<file path="src/rtl/expansion_rom_arbiter.sv">
// Arbiter for the shared $C800-$CFFF expansion-ROM window: tracks the claiming slot,
// decodes the one-hot per-slot ROM enable, and muxes card read data by slot priority.
module expansion_rom_arbiter #(
  parameter int unsigned CONFLICT_W = 16,
  parameter logic [7:0]  ROM_SLOTS  = 8'hFE
) (
  input  logic                  clk_logic_i,
  input  logic                  system_reset_i,
  input  logic                  bus_strobe_i,
  input  logic [15:0]           addr_i,
  input  logic                  intcxrom_i,
  input  logic                  slotc3rom_i,
  input  logic [7:0]            rom_capable_i,
  input  logic [7:0]            card_rd_en_i,
  input  logic [63:0]           card_data_i,
  output logic [2:0]            rom_owner_o,
  output logic                  rom_owned_o,
  output logic [7:0]            rom_en_o,
  output logic [7:0]            data_o,
  output logic                  rd_en_o,
  output logic                  conflict_o,
  output logic [CONFLICT_W-1:0] conflict_count_o
);

  typedef enum logic {
    ST_IDLE  = 1'b0,
    ST_OWNED = 1'b1
  } state_t;

  state_t                state_q;
  logic [2:0]            owner_q;
  logic [7:0]            data_q;
  logic [7:0]            data_d;
  logic                  rd_en_q;
  logic                  conflict_q;
  logic                  conflict_d;
  logic [CONFLICT_W-1:0] count_q;
  logic [CONFLICT_W-1:0] count_d;

  // Address decode shared by the FSM and the enable logic.
  logic       in_cn_page;
  logic       in_window;
  logic       is_cfff;
  logic [2:0] claim_slot;
  logic       claim_ok;
  logic       release_ok;

  assign in_cn_page = (addr_i[15:11] == 5'b11000);
  assign in_window  = (addr_i[15:11] == 5'b11001);
  assign is_cfff    = (addr_i == 16'hCFFF);
  assign claim_slot = addr_i[10:8];

  // Slot 3 ROM is only reachable when the $C300 page is mapped to the card.
  always_comb begin
    claim_ok = 1'b0;
    if (in_cn_page && (claim_slot != 3'd0) && !intcxrom_i) begin
      claim_ok = ROM_SLOTS[claim_slot] && rom_capable_i[claim_slot];
      if (claim_slot == 3'd3) begin
        claim_ok = claim_ok && slotc3rom_i;
      end
    end
  end

  assign release_ok = is_cfff && !intcxrom_i;

  always_ff @(posedge clk_logic_i or posedge system_reset_i) begin
    if (system_reset_i) begin
      state_q <= ST_IDLE;
      owner_q <= 3'd0;
    end else if (bus_strobe_i) begin
      if (claim_ok) begin
        state_q <= ST_OWNED;
        owner_q <= claim_slot;
      end else if (release_ok) begin
        state_q <= ST_IDLE;
        owner_q <= 3'd0;
      end
    end
  end

  assign rom_owner_o = owner_q;
  assign rom_owned_o = (state_q == ST_OWNED);

  // Ownership survives intcxrom_i; only the enable is suppressed while it is high.
  assign rom_en_o[0] = 1'b0;
  generate
    for (genvar gi = 1; gi < 8; gi++) begin : g_rom_en
      assign rom_en_o[gi] = (state_q == ST_OWNED) && (owner_q == gi[2:0]) &&
                            !intcxrom_i && in_window && !is_cfff;
    end
  endgenerate

  // Lowest-numbered requester wins: scan downward so the last hit is the lowest slot.
  logic [2:0] winner;
  always_comb begin
    winner = 3'd0;
    for (int i = 7; i >= 0; i--) begin
      if (card_rd_en_i[i]) begin
        winner = i[2:0];
      end
    end
  end

  logic [3:0] req_count;
  always_comb begin
    req_count = 4'd0;
    for (int i = 0; i < 8; i++) begin
      req_count = req_count + {3'd0, card_rd_en_i[i]};
    end
  end

  always_comb begin
    data_d = data_q;
    if (|card_rd_en_i) begin
      data_d = card_data_i[winner*8 +: 8];
    end
  end

  always_comb begin
    conflict_d = bus_strobe_i && (req_count >= 4'd2);
    count_d    = count_q;
    if (conflict_d && !(&count_q)) begin
      count_d = count_q + {{(CONFLICT_W-1){1'b0}}, 1'b1};
    end
  end

  always_ff @(posedge clk_logic_i or posedge system_reset_i) begin
    if (system_reset_i) begin
      data_q     <= 8'd0;
      rd_en_q    <= 1'b0;
      conflict_q <= 1'b0;
      count_q    <= '0;
    end else begin
      data_q     <= data_d;
      rd_en_q    <= |card_rd_en_i;
      conflict_q <= conflict_d;
      count_q    <= count_d;
    end
  end

  assign data_o           = data_q;
  assign rd_en_o          = rd_en_q;
  assign conflict_o       = conflict_q;
  assign conflict_count_o = count_q;

endmodule

</file>
<file path="config.mk">
export PLATFORM = sky130hd
export DESIGN_NAME = expansion_rom_arbiter
export DESIGN_NICKNAME = d
export VERILOG_FILES = /design/src/rtl/expansion_rom_arbiter.sv
export SDC_FILE = /design/constraint.sdc
export NUM_CORES = 1
export LEC_CHECK = 0
export ABC_AREA = 1
export BUFFER_PORTS_ARGS = -buffer_cell sky130_fd_sc_hd__buf_2
export CAP_MARGIN = 20
export CORE_MARGIN = 8
export CORE_UTILIZATION = 41
export CTS_BUF_LIST = sky130_fd_sc_hd__clkbuf_4 sky130_fd_sc_hd__clkbuf_8 sky130_fd_sc_hd__clkbuf_16
export CTS_CLUSTER_SIZE = 10
export DETAILED_ROUTE_END_ITERATION = 8
export PLACE_DENSITY = 0.87
export SLEW_MARGIN = 10
export SYNTH_ARGS = -nofsm -noshare
export SYNTH_HDL_FRONTEND = slang
export SYNTH_SLANG_ARGS = --single-unit
</file>
<file path="constraint.sdc">
create_clock -name clk_logic_i -period 1.56 [get_ports clk_logic_i]
set_input_delay 0.078 -clock clk_logic_i [delete_from_list [all_inputs] [get_ports clk_logic_i]]
set_output_delay 0.078 -clock clk_logic_i [all_outputs]
set_load 0.05 [all_outputs]
</file>
After elaboration in Yosys (flattened, before gate mapping)
Memories as Yosys holds them, arrays and structs flattened.
Index checks and enable logic that the tools add are counted.
Storage, ports and cells
  flip-flop bits (word level): 30
  memory bits (read-only): 8
  output and inout port bits: 38
  word-level logic and storage cells: 89
  memories kept: 1
Memory list
  (no name shown): words 8, width 1, rd ports 1, clocked after Yosys merged registers in 0, write ports 0, RTL line 57  | claim_ok = ROM_SLOTS[claim_slot] && rom_capable_i[claim_slot];
Cells by class
  $add $sub $neg: 8
  $lt $le $gt $ge: 2
  equality and inequality tests: 11
  shifts and indexed selects: 1
  multiplexer cells: 17
  reductions and logical operators: 43
Operator list (count)
  $shiftx A64 B7 Y8: 1
  $logic_and A1 B1 Y1: 35
  $mux W3: 10
  $add A16 B1 Y16 const B: 1
  $add A4 B1 Y4: 4
  $eq A16 B16 Y1 const B: 1
  $reduce_and A16 Y1: 1
  $eq A3 B3 Y1 const B: 4
  $eq A5 B5 Y1 const B: 2
  $eq A3 B2 Y1 const B: 3
  $reduce_or A8 Y1: 1
  $mux W1: 6
  $add A3 B1 Y4: 1
  $ge A4 B2 Y1 const B: 1
  $lt A3 B4 Y1 const B: 1
  $add A2 B1 Y3: 1
  $bmux W1 S3: 1
  $eq A3 B1 Y1 const B: 1
  $logic_not A1 Y1: 3
  $reduce_bool A3 Y1: 1
  $add A1 B1 Y2: 1
  $reduce_and A2 Y1: 1
  $reduce_bool A2 Y1: 1

Logic depth before layout (Yosys ltp)
Gate-level depths: netlist (run 1).
  word-level depth: 10
  depth in mapped cells: 17
  depth with buffers taken out: 15

Least setup slack after synthesis (run 1)
OpenSTA, ideal clock, no wires.
  path type: input port to flip-flop
  from: input port card_rd_en_i[0]
  to: register count_q[5] (netlist: conflict_count_o[5])
  setup time: 126 ps
  arrival: 3340 ps
  slack: -1906 ps
  stages: 16
  path buffers: 2
  path through: clkinv_1 > clkbuf_1 > fa_1 > fa_1 > fa_1 > inv_1 > ha_1 > inv_1 > fa_1 > nand2_1 > o21a_1 > nand2_1 > buf_6 > nor2_2 > nand3_1 > xor2_1
On the way
  cells in the longest elaborated chain, start to end: 10
Ends and longest elaborated chain
  start, declared: RTL line 14  | input logic [7:0] card_rd_en_i,
  $add A1 B1 Y2: RTL line 108  | req_count = req_count + {3'd0, card_rd_en_i[i]};
  $add A2 B1 Y3: RTL line 108
  $add A3 B1 Y4: RTL line 108
  $add A4 B1 Y4 (4 in a row): RTL line 108
  $ge A4 B2 Y1: RTL line 120  | conflict_d = bus_strobe_i && (req_count >= 4'd2);
  $logic_and A1 B1 Y1: RTL line 120
  via conflict_d: RTL line 36  | logic conflict_d;
  $logic_and A1 B1 Y1: RTL line 122  | if (conflict_d && !(&count_q)) begin
  end signal, assigned: RTL line 137  | count_q <= count_d;
  end, declared: RTL line 37  | logic [CONFLICT_W-1:0] count_q;
The timed path passes the listed nets, and every way through them passes these cells.
A chain may end at the register's enable or synchronous reset.

Worst setup path after layout (run 1)
Ends and elaborated chain as after synthesis.

==> results of run 1 <==
-- metrics by stage --
stage | instances | TNS (ps) | utilization | total power, mW
floorplan | 409 | -26690 | - | 2.15
global placement | 629 | -29640 | 0.573 | 2.65
detailed placement | 629 | -30540 | 0.573 | 2.70
CTS | 641 | -23460 | 0.610 | 3.43
global route | 645 | -26040 | 0.625 | 3.70
finish | 645 | -23980 | 0.625 | 3.48
-- repair_timing --
| action | CTS | global route |
|---|---|---|
| pin swaps | 10 | 3 |
| gates resized for setup | 29 | 17 |
| setup endpoints to repair | 24 | 24 |
| setup buffers | 4 | 4 |
| hold buffers | 1 | 0 |
| hold endpoints to repair | 30 | 0 |
-- per-layer routing --
layer / up-vias / GRT usage / wire length, µm
met5: - / 0 / 0
met1: 1423 / 0.204 / 3400
met4: 0 / 0.0883 / 342
met3: 30 / 0.0367 / 678
met2: 145 / 0.347 / 4500
li1: 1592 / - / -
-- worst min-delay path by stage --
stage                     endpoint  slack [ps]  cells after the start
2_1_floorplan  conflict_count_o[0]         170                      1
3_3_place_gp        rom_owner_o[0]         160                      3
3_5_place_dp        rom_owner_o[1]         180                      3
4_1_cts             rom_owner_o[1]          60                      3
5_1_grt             rom_owner_o[1]          90                      3
6_report            rom_owner_o[1]          70                      3
-- layout make-up --
| type | count | area share |
|---|---|---|
| clock buffer | 7 | 0.0230 |
| inverter | 88 | 0.0922 |
| multi-input combinational | 278 | 0.413 |
| sequential | 30 | 0.192 |
| tap | 77 | 0.0246 |
| timing repair buffer | 165 | 0.255 |
-- cells by family (layout without fill, tap and decap cells) --
group                    count (synthesis)  in the layout  synth area share
AO/OA/AOI/OAI                           11             11            0.0268
XOR/XNOR                                15             15            0.0502
adder cells (fa/ha/maj)                  9              9            0.0545
buffers and inverters                  101            260             0.156
flip-flops                              30             30             0.287
other                                    1              1           0.00143
AND/OR/NAND/NOR                        242            242             0.424
-- tightest hold or removal path: stages --
cell	delay, ps
buf_2	110
nand2_1	50
nand2_1	60
-- report_power, final --
group          internal [mW]  switching, mW
logic                  0.623           1.18
registers              0.915          0.138
clock network          0.366          0.253
-- sequential cells by signal (all words and copies together), names as in the netlist --
register          cells
conflict_count_o     16
data_o                8
rom_owner_o           3
conflict_o            1
rd_en_o               1
rom_owned_o           1
-- Yosys cell counts, types with 4 or more instances --
library cell,instances
xnor2_1,6
fa_1,4
buf_4,4
buf_2,5
nand2_1,103
nor3_1,9
nor2_1,16
inv_2,4
ha_1,5
xor2_1,9
dfrtp_1,30
inv_1,83
nand3_1,96
nand4_1,5
==> flow_metrics.env, run 1 <==
export IMPL_status="finished, violations left"
export IMPL_violations="setup timing"
export IMPL_rows=29
export IMPL_period_minus_slack_ps=3030
export IMPL_num_antenna_cells=0
export IMPL_cts_made_buffers=5
export IMPL_worstSetupStartpoint="card_rd_en_i[0]"
export IMPL_max_stage_delay_ps=550
export IMPL_cts_root_buf="clkbuf_8"
export IMPL_crit_end="conflict_count_o[5]"
export IMPL_wl_per_cell_um=13.8
export IMPL_ys_ff_latch=30
export IMPL_globalplace_congestion=0.895
export IMPL_synth_distinct_cells=35
export IMPL_path_clk_slew_ps=60
export IMPL_fin_ws_ps=-1470
export IMPL_postRouteWirelength_mm=8.91
export IMPL_r2r_slack_ps=-150
export IMPL_synth_top_cell_by_area="dfrtp_1"
export IMPL_vias=3190
export IMPL_fp_coreArea_um2=6280
export IMPL_cp_arrival_ps=3190
export IMPL_drv_slew=0
export IMPL_drive_gt1_frac=0.382
export IMPL_ys_flop_type="dfrtp_1"
export IMPL_maxCapViolCount=0
export IMPL_nFillCells=546
export IMPL_whs_ps=66.0
export IMPL_finalInstanceArea_um2=3920
export IMPL_crit_chain="buf_12 -> clkinv_16 -> fa_1 -> fa_1 -> fa_1 -> inv_1 -> ha_2 -> inv_2 -> fa_2 -> nand2_1 -> o21a_1 -> nand2_2 -> buf_6 -> nor2_4 -> nand3_2 -> xor2_1"
export IMPL_port_buffers=136
export IMPL_cpMostUsedCell="fa_1"
export IMPL_r2r_worst_path_cells=7
export IMPL_rr_startpoint="conflict_count_o[8]"
export IMPL_power_density_nw_per_um2=887
export IMPL_post_route_period_util=1.94
export IMPL_grt_max_degree=35
export IMPL_critPathRequiredTime_ps=1720
export IMPL_syn_nets=519
export IMPL_post_synth_top_area_fraction=0.287
export IMPL_syn_area_um2=2620
export IMPL_viasPerCell=4.95
export IMPL_post_synth_cell_area_avg_um2=6.40
export IMPL_rsz0062_at_grt="true"
export IMPL_die_w_um=95.9
export IMPL_worst_path_buf_inv=5
export IMPL_num_io_pins=139
export IMPL_startpoint_type="primary input"
export IMPL_tightest_slew_ps=525
export IMPL_htree_levels=2
export IMPL_worstHoldStart="addr_i[9]"
export IMPL_final_hold_violation_count=0
export IMPL_die_area_um2=9190
export IMPL_peakVddDrop_mv=0.885
export IMPL_drc=0
export IMPL_critPathTopFamily="adder cells"
export IMPL_place_ws_ps=-1900
export IMPL_cts_tree="done"
export IMPL_ys_warnings_count=0
export IMPL_synth_seq_area_share=0.287
export IMPL_dpl_instance_area_um2=3600
export IMPL_setup_viol=22
export IMPL_cts_sinks=30
export IMPL_synth_edf_count=0
export IMPL_first_pass_iters=4
export IMPL_cts_buffer_depth=2
export IMPL_dp_hpwl_mm=7.22
export IMPL_drtIter0Drc=77
export IMPL_critPathKind="in2reg"
export IMPL_start_util=0.417
export IMPL_endpoint_kind="register"
export IMPL_antenna_found_initial=0
export IMPL_crit_fanout=3
export IMPL_ant_nets=0
export IMPL_chipHeight_um=95.9
export IMPL_fin_nets=678
export IMPL_grt_use_total=0.189
export IMPL_mostFrequentLayoutCells="buf_2 (128), nand2_1 (96), nand3_1 (94)"
export IMPL_hold_class="in2reg"
export IMPL_cp_slowest_cell="fa_1"
export IMPL_total_leakage_power_nw=2.27
export IMPL_multiInputGateArea_um2=1620
export IMPL_grt_pass1_vias=3304
export IMPL_final_common_cell="buf_2"
export IMPL_grt_pass1_wl_mm=14.1
export IMPL_clock_skew_ps=5.27
export IMPL_ys_async_sr_fraction=1.00
export IMPL_max_slew_margin=0.647
export IMPL_synth_area_leaders="dfrtp_1 (29%), nand3_1 (18%), nand2_1 (15%), inv_1 (12%), fa_1 (3.1%)"
export IMPL_path_depth=16
export IMPL_clock_latency_ps=270
export IMPL_max_freq_mhz=330
export IMPL_r2r_end="conflict_count_o[10]"
export IMPL_synth_cells=409
export IMPL_area_growth_pct=49.9
export IMPL_grt_remaining_overflow=0
export IMPL_seq_area_um2=753
Power figures use the tool's default switching activity.
==> run 2, diff against run 1 <==
--- a/config.mk
+++ b/config.mk
@@ -13,7 +13,9 @@
 export CTS_BUF_LIST = sky130_fd_sc_hd__clkbuf_4 sky130_fd_sc_hd__clkbuf_8 sky130_fd_sc_hd__clkbuf_16
 export CTS_CLUSTER_SIZE = 10
 export DETAILED_ROUTE_END_ITERATION = 8
+export HOLD_SLACK_MARGIN = 0.06
 export PLACE_DENSITY = 0.87
+export REMOVE_ABC_BUFFERS = 1
 export SLEW_MARGIN = 10
 export SYNTH_ARGS = -nofsm -noshare
 export SYNTH_HDL_FRONTEND = slang
==> run 2 against run 1 <==
The flow still finishes with violations (setup timing). Via count grew 4.4%. Register-to-register slack better by 100 ps. Clock-buffer cell count did not move.
==> flow_metrics.env, run 2 (same netlist as run 1, synthesis figures left out) <==
export IMPL_peakVddDrop_mv=0.787
export IMPL_vias=3331
export IMPL_maxCapViolCount=0
export IMPL_cp_arrival_ps=3100
export IMPL_area_growth_pct=51.0
export IMPL_fp_coreArea_um2=6280
export IMPL_status="finished, violations left"
export IMPL_rsz0062_at_grt="true"
export IMPL_clock_skew_ps=2.86
export IMPL_drc=0
export IMPL_viasPerCell=5.05
export IMPL_whs_ps=113
export IMPL_ant_nets=0
export IMPL_power_density_nw_per_um2=872
export IMPL_wl_per_cell_um=13.8
export IMPL_postRouteWirelength_mm=9.09
export IMPL_crit_chain="buf_8 -> inv_4 -> fa_1 -> fa_1 -> fa_1 -> inv_2 -> ha_4 -> inv_2 -> fa_2 -> nand2_1 -> o21a_1 -> nand2_4 -> buf_6 -> nor2_2 -> xor2_1"
export IMPL_globalplace_congestion=0.836
export IMPL_clock_latency_ps=280
export IMPL_final_common_cell="buf_2"
export IMPL_fin_nets=693
export IMPL_cp_slowest_cell="fa_1"
export IMPL_htree_levels=2
export IMPL_place_ws_ps=-1920
export IMPL_max_stage_delay_ps=530
export IMPL_cts_root_buf="clkbuf_8"
export IMPL_grt_use_total=0.197
export IMPL_antenna_found_initial=0
export IMPL_violations="setup timing"
export IMPL_startpoint_type="primary input"
export IMPL_first_pass_iters=5
export IMPL_grt_remaining_overflow=0
export IMPL_dp_hpwl_mm=6.97
export IMPL_cts_sinks=30
export IMPL_max_freq_mhz=340
export IMPL_drv_slew=0
export IMPL_drive_gt1_frac=0.377
export IMPL_cts_made_buffers=5
export IMPL_stdcell_count=660
export IMPL_total_leakage_power_nw=2.31
export IMPL_post_route_period_util=1.89
export IMPL_cts_buffer_depth=2
export IMPL_drtIter0Drc=141
export IMPL_nFillCells=543
export IMPL_grt_max_degree=35
export IMPL_period_minus_slack_ps=2940
export IMPL_utilization=0.629
export IMPL_grt_pass1_wl_mm=14.7
export IMPL_final_hold_violation_count=0
export IMPL_critPathTopFamily="adder cells"
export IMPL_crit_fanout=6
export IMPL_die_w_um=95.9
export IMPL_grt_pass1_vias=3428
export IMPL_fin_ws_ps=-1380
export IMPL_chipHeight_um=95.9
export IMPL_die_area_um2=9190
export IMPL_cts_tree="done"
export IMPL_critPathKind="in2reg"
export IMPL_worst_path_buf_inv=5
export IMPL_rows=29
export IMPL_hold_class="in2reg"
export IMPL_start_util=0.417
export IMPL_largest_register_ffs=16
export IMPL_cpMostUsedCell="fa_1"
export IMPL_place_inst=644
export IMPL_setup_viol=20
export IMPL_mostFrequentLayoutCells="buf_2 (127), nand2_1 (100), nand3_1 (94)"
export IMPL_critPathRequiredTime_ps=1720
export IMPL_path_clk_slew_ps=60
export IMPL_num_antenna_cells=0
export IMPL_endpoint_kind="register"
export IMPL_port_buffers=136
export IMPL_num_io_pins=139
run 2: report_power, final:
part | switching, mW | leakage (nW) | internal [mW] | total, mW
Combinational | 1.17 | 1.90 | 0.634 | 1.80
Sequential | 0.116 | 0.360 | 0.914 | 1.03
Clock | 0.275 | 0.0452 | 0.341 | 0.616
run 2: tightest hold or removal path, stage by stage:
cell,delay [ps]
buf_2,130
nand3_1,80
nand2_1,60
run 2: repair_timing:
item	CTS	global route
pin swaps	5	6
endpoints found under the setup margin	24	24
resized for setup	46	12
hold buffers	2	0
endpoints found under the hold margin	31	0
buffers inserted	5	3
run 2: per-stage QoR:
step                      TNS [ps]  power, mW  cell area (µm²)
after CTS                   -22530       3.44             3900
after detailed placement    -30380       2.72             3600
final                       -22780       3.45             3950
after global routing        -25190       3.70             3950
after floorplan             -42060       2.07             2540
after global placement      -29870       2.66             3600
run 2: routing by layer:
metal | vias to the layer above | part of all wire | track usage
met1 | 1559 | 0.38 | 0.213
met5 | - | 0 | 0
li1 | 1621 | - | -
met2 | 126 | 0.52 | 0.368
met4 | 0 | 0.026 | 0.0768
met3 | 25 | 0.078 | 0.0359
run 2: area by class of cell:
| cell class | instances | area, µm² | area share |
|---|---|---|---|
| Clock buffer | 7 | 83.8 | 0.0212 |
| Inverter | 88 | 335 | 0.0849 |
| Multi-Input combinational cell | 278 | 1560 | 0.396 |
| Sequential cell | 30 | 751 | 0.190 |
| Tap cell | 77 | 96.3 | 0.0244 |
| Timing Repair Buffer | 180 | 1120 | 0.283 |
run 2: worst paths after layout:
| check | from | end | slack [ps] | cells past startpoint |
|---|---|---|---|---|
| worst max-delay path | card_rd_en_i[3] | conflict_count_o[2] | -1380 | 15 |
| worst min-delay path | addr_i[10] | rom_owner_o[2] | 110 | 3 |
| worst max register to register | conflict_count_o[0] | conflict_count_o[15] | -50 | 7 |
| worst min register to register | data_o[0] | data_o[0] | 480 | 2 |
| max in group asynchronous | system_reset_i | data_o[4] | 840 | 4 |
| min in group asynchronous | system_reset_i | rom_owner_o[2] | 440 | 4 |
==> run 3, diff against run 2 <==
--- a/config.mk
+++ b/config.mk
@@ -5,16 +5,15 @@
 export SDC_FILE = /design/constraint.sdc
 export NUM_CORES = 1
 export LEC_CHECK = 0
-export ABC_AREA = 1
 export BUFFER_PORTS_ARGS = -buffer_cell sky130_fd_sc_hd__buf_2
 export CAP_MARGIN = 20
 export CORE_MARGIN = 8
-export CORE_UTILIZATION = 41
+export CORE_UTILIZATION = 40
 export CTS_BUF_LIST = sky130_fd_sc_hd__clkbuf_4 sky130_fd_sc_hd__clkbuf_8 sky130_fd_sc_hd__clkbuf_16
 export CTS_CLUSTER_SIZE = 10
 export DETAILED_ROUTE_END_ITERATION = 8
 export HOLD_SLACK_MARGIN = 0.06
-export PLACE_DENSITY = 0.87
+export PLACE_DENSITY = 0.88
 export REMOVE_ABC_BUFFERS = 1
 export SLEW_MARGIN = 10
 export SYNTH_ARGS = -nofsm -noshare
==> constraint.sdc (replaced) <==
create_clock -name clk_logic_i -period 1.56 [get_ports clk_logic_i]
set_input_delay 0.312 -clock clk_logic_i [delete_from_list [all_inputs] [get_ports clk_logic_i]]
set_output_delay 0.312 -clock clk_logic_i [all_outputs]
set_load 0.05 [all_outputs]
==> run 3 against run 2 <==
First-iteration DRC count fell by 23%. Worst hold slack got worse by 14 ps. Design area rose by 4.6%. Register-to-register slack got worse by 100 ps. Largest power group unchanged. Highest routed layer unchanged. The flow still finishes with violations (setup timing).
==> flow_metrics.env, run 3 <==
export IMPL_crit_chain="buf_8 -> inv_4 -> fa_1 -> fa_1 -> fa_1 -> inv_1 -> ha_2 -> inv_2 -> fa_1 -> nand4bb_1 -> o211ai_1 -> buf_4 -> a41oi_4 -> buf_6 -> mux2_4"
export IMPL_clock_latency_ps=280
export IMPL_place_ws_ps=-2410
export IMPL_viasPerCell=5.33
export IMPL_swShare=0.432
export IMPL_post_synth_cell_area_avg_um2=9.79
export IMPL_peakVddDrop_mv=0.654
export IMPL_die_w_um=92.3
export IMPL_cts_made_buffers=5
export IMPL_p_switching_mw=1.61
export IMPL_rsz0062_at_grt="true"
export IMPL_drtIter0Drc=108
export IMPL_grt_pass1_vias=3155
export IMPL_critPathTopFamily="adder cells"
export IMPL_r2r_slack_ps=-150
export IMPL_maxCapViolCount=0
export IMPL_ys_flop_type="dfrtp_1"
export IMPL_fin_ws_ps=-1960
export IMPL_globalplace_congestion=0.883
export IMPL_max_stage_delay_ps=560
export IMPL_antenna_found_initial=0
export IMPL_power_density_nw_per_um2=905
export IMPL_rows=27
export IMPL_synth_distinct_cells=52
export IMPL_cts_root_buf="clkbuf_8"
export IMPL_grt_max_degree=31
export IMPL_synth_top_cell_by_area="dfrtp_1"
export IMPL_mostFrequentLayoutCells="buf_2 (124), buf_4 (62), dfrtp_1 (30)"
export IMPL_post_route_period_util=2.26
export IMPL_port_buffers=136
export IMPL_finalInstanceArea_um2=4130
export IMPL_finalPower_mw=3.74
export IMPL_die_area_um2=8520
export IMPL_area_growth_pct=77.3
export IMPL_pwr_share_comb=0.542
export IMPL_num_io_pins=139
export IMPL_critPathKind="in2reg"
export IMPL_max_freq_mhz=284
export IMPL_startpoint_type="primary input"
export IMPL_worst_path_buf_inv=6
export IMPL_num_antenna_cells=0
export IMPL_setup_viol=34
export IMPL_drive_gt1_frac=0.629
export IMPL_start_util=0.418
export IMPL_tightest_slew_ps=629
export IMPL_synth_most_common_cell="dfrtp_1"
export IMPL_ys_async_sr_fraction=1.00
export IMPL_syn_area_um2=2330
export IMPL_cp_slowest_cell="fa_1"
export IMPL_dp_hpwl_mm=6.77
export IMPL_vias=2773
export IMPL_cts_tree="done"
export IMPL_htree_levels=2
export IMPL_drc=0
export IMPL_total_leakage_power_nw=2.09
export IMPL_cpMostUsedCell="fa_1"
export IMPL_highest_layer="met4"
export IMPL_routed_wl_met2_mm=4.66
export IMPL_grt_remaining_overflow=0
export IMPL_setup_tns_ps=-35200
export IMPL_chipHeight_um=92.3
export IMPL_post_synth_top_area_fraction=0.322
export IMPL_synth_edf_count=0
export IMPL_ys_warnings_count=0
export IMPL_p_int_mw=2.12
export IMPL_grt_pass1_wl_mm=14.1
export IMPL_route_met3_wl_um=927
export IMPL_drt_met1_wl_mm=3.47
export IMPL_critPathRequiredTime_ps=1730
export IMPL_period_minus_slack_ps=3520
export IMPL_ant_nets=0
export IMPL_cts_sinks=30
export IMPL_stdcell_count=520
export IMPL_first_pass_iters=4
export IMPL_crit_fanout=6
export IMPL_synth_seq_area_share=0.322
export IMPL_postRouteWirelength_mm=9.24
export IMPL_wl_per_cell_um=17.8
export IMPL_synth_cells=238
export IMPL_path_clk_slew_ps=70
export IMPL_dpl_instance_area_um2=3540
export IMPL_max_slew_margin=0.580
export IMPL_fin_nets=557
export IMPL_violations="setup timing"
export IMPL_status="finished, violations left"
export IMPL_place_inst=501
export IMPL_synth_area_leaders="dfrtp_1 (32%), mux2i_1 (12%), xnor2_1 (3.8%), fa_1 (3.4%), nand2_1 (3.2%)"
export IMPL_drv_slew=0
export IMPL_cts_buffer_depth=2
export IMPL_clkPwrFrac=0.177
export IMPL_clock_skew_ps=4.04
export IMPL_final_hold_violation_count=0
export IMPL_fp_coreArea_um2=5570
export IMPL_final_common_cell="buf_2"
export IMPL_cp_arrival_ps=3690
export IMPL_endpoint_kind="register"
export IMPL_largest_register_ffs=16
export IMPL_seqPwrFrac=0.281
export IMPL_grt_use_total=0.201
export IMPL_hold_class="in2async"
export IMPL_ys_ff_latch=30
export IMPL_synthTopCellsByCount="dfrtp_1 (30), mux2i_1 (29), nand2_1 (20)"
-- run 3: cell types whose count changed in the layout (fill, tap and decap cells not counted), sizes merged, moves of 5 or more --
cell / delta
nor2: -6
buf: +29
inv: -68
mux2i: +29
nand2: -86
a22o: +8
nand3: -86
a211oi: +5
o21ai: +5
mux2: +7
-- run 3: power by group through the flow --
stage / clock [mW] / combinational [mW] / sequential (mW)
2_1_floorplan: 0 / 0.500 / 1.60
3_3_place_gp: 0 / 1.75 / 1.03
3_5_place_dp: 0 / 1.81 / 1.05
4_1_cts: 0.686 / 1.94 / 1.04
5_1_grt: 0.721 / 2.15 / 1.07
6_report: 0.660 / 2.03 / 1.05
-- run 3: final cells by class --
type	count	area [µm²]
Clock buffer	6	82.6
Timing Repair Buffer	209	1390
Tap cell	72	90.1
Multi-Input combinational cell	181	1730
Fill cell	358	1440
Clock inverter	2	12.5
Sequential cell	30	751
Inverter	20	77.6
-- run 3: cell families after synthesis --
kind of cell / synth area share
compound gates: 0.135
other cells: 0.00161
fa+ha+maj: 0.0612
buf+inv: 0.0505
flops: 0.322
simple gates: 0.205
mux: 0.168
xor+xnor: 0.0564
-- run 3: final timing paths --
check | cells after the start | from | end
setup / recovery | 15 | card_rd_en_i[3] | conflict_count_o[1]
max in group asynchronous | 3 | system_reset_i | conflict_count_o[4]
setup reg to reg | 5 | conflict_count_o[10] | conflict_count_o[1]
hold / removal | 3 | system_reset_i | conflict_count_o[12]
min in group clk_logic_i | 3 | card_data_i[1] | data_o[1]
hold reg to reg | 2 | conflict_count_o[14] | conflict_count_o[14]
-- run 3: tightest hold or removal path, delay by kind of cell --
kind | cells | cell delay (ps)
buf+inv | 3 | 490
-- run 3: metal layers --
layer  global-route usage  vias to the layer above
li1                     -                     1275
met1                0.199                     1296
met5                    0                        -
met4               0.0872                        0
met2                0.364                      181
met3               0.0807                       21
-- run 3: stage by stage --
stage,utilization,hold WS [ps]
after global routing,0.741,121
final,0.741,99.1
after detailed placement,0.634,416
after floorplan,-,403
after CTS,0.705,103
after global placement,0.634,409
-- run 3: repair_timing --
item,4_1_cts,5_1_grt
gates resized for setup,51,39
setup buffers,6,5
cloned,2,1
hold buffers,0,0
setup endpoints to repair,29,35
pin swaps,20,23
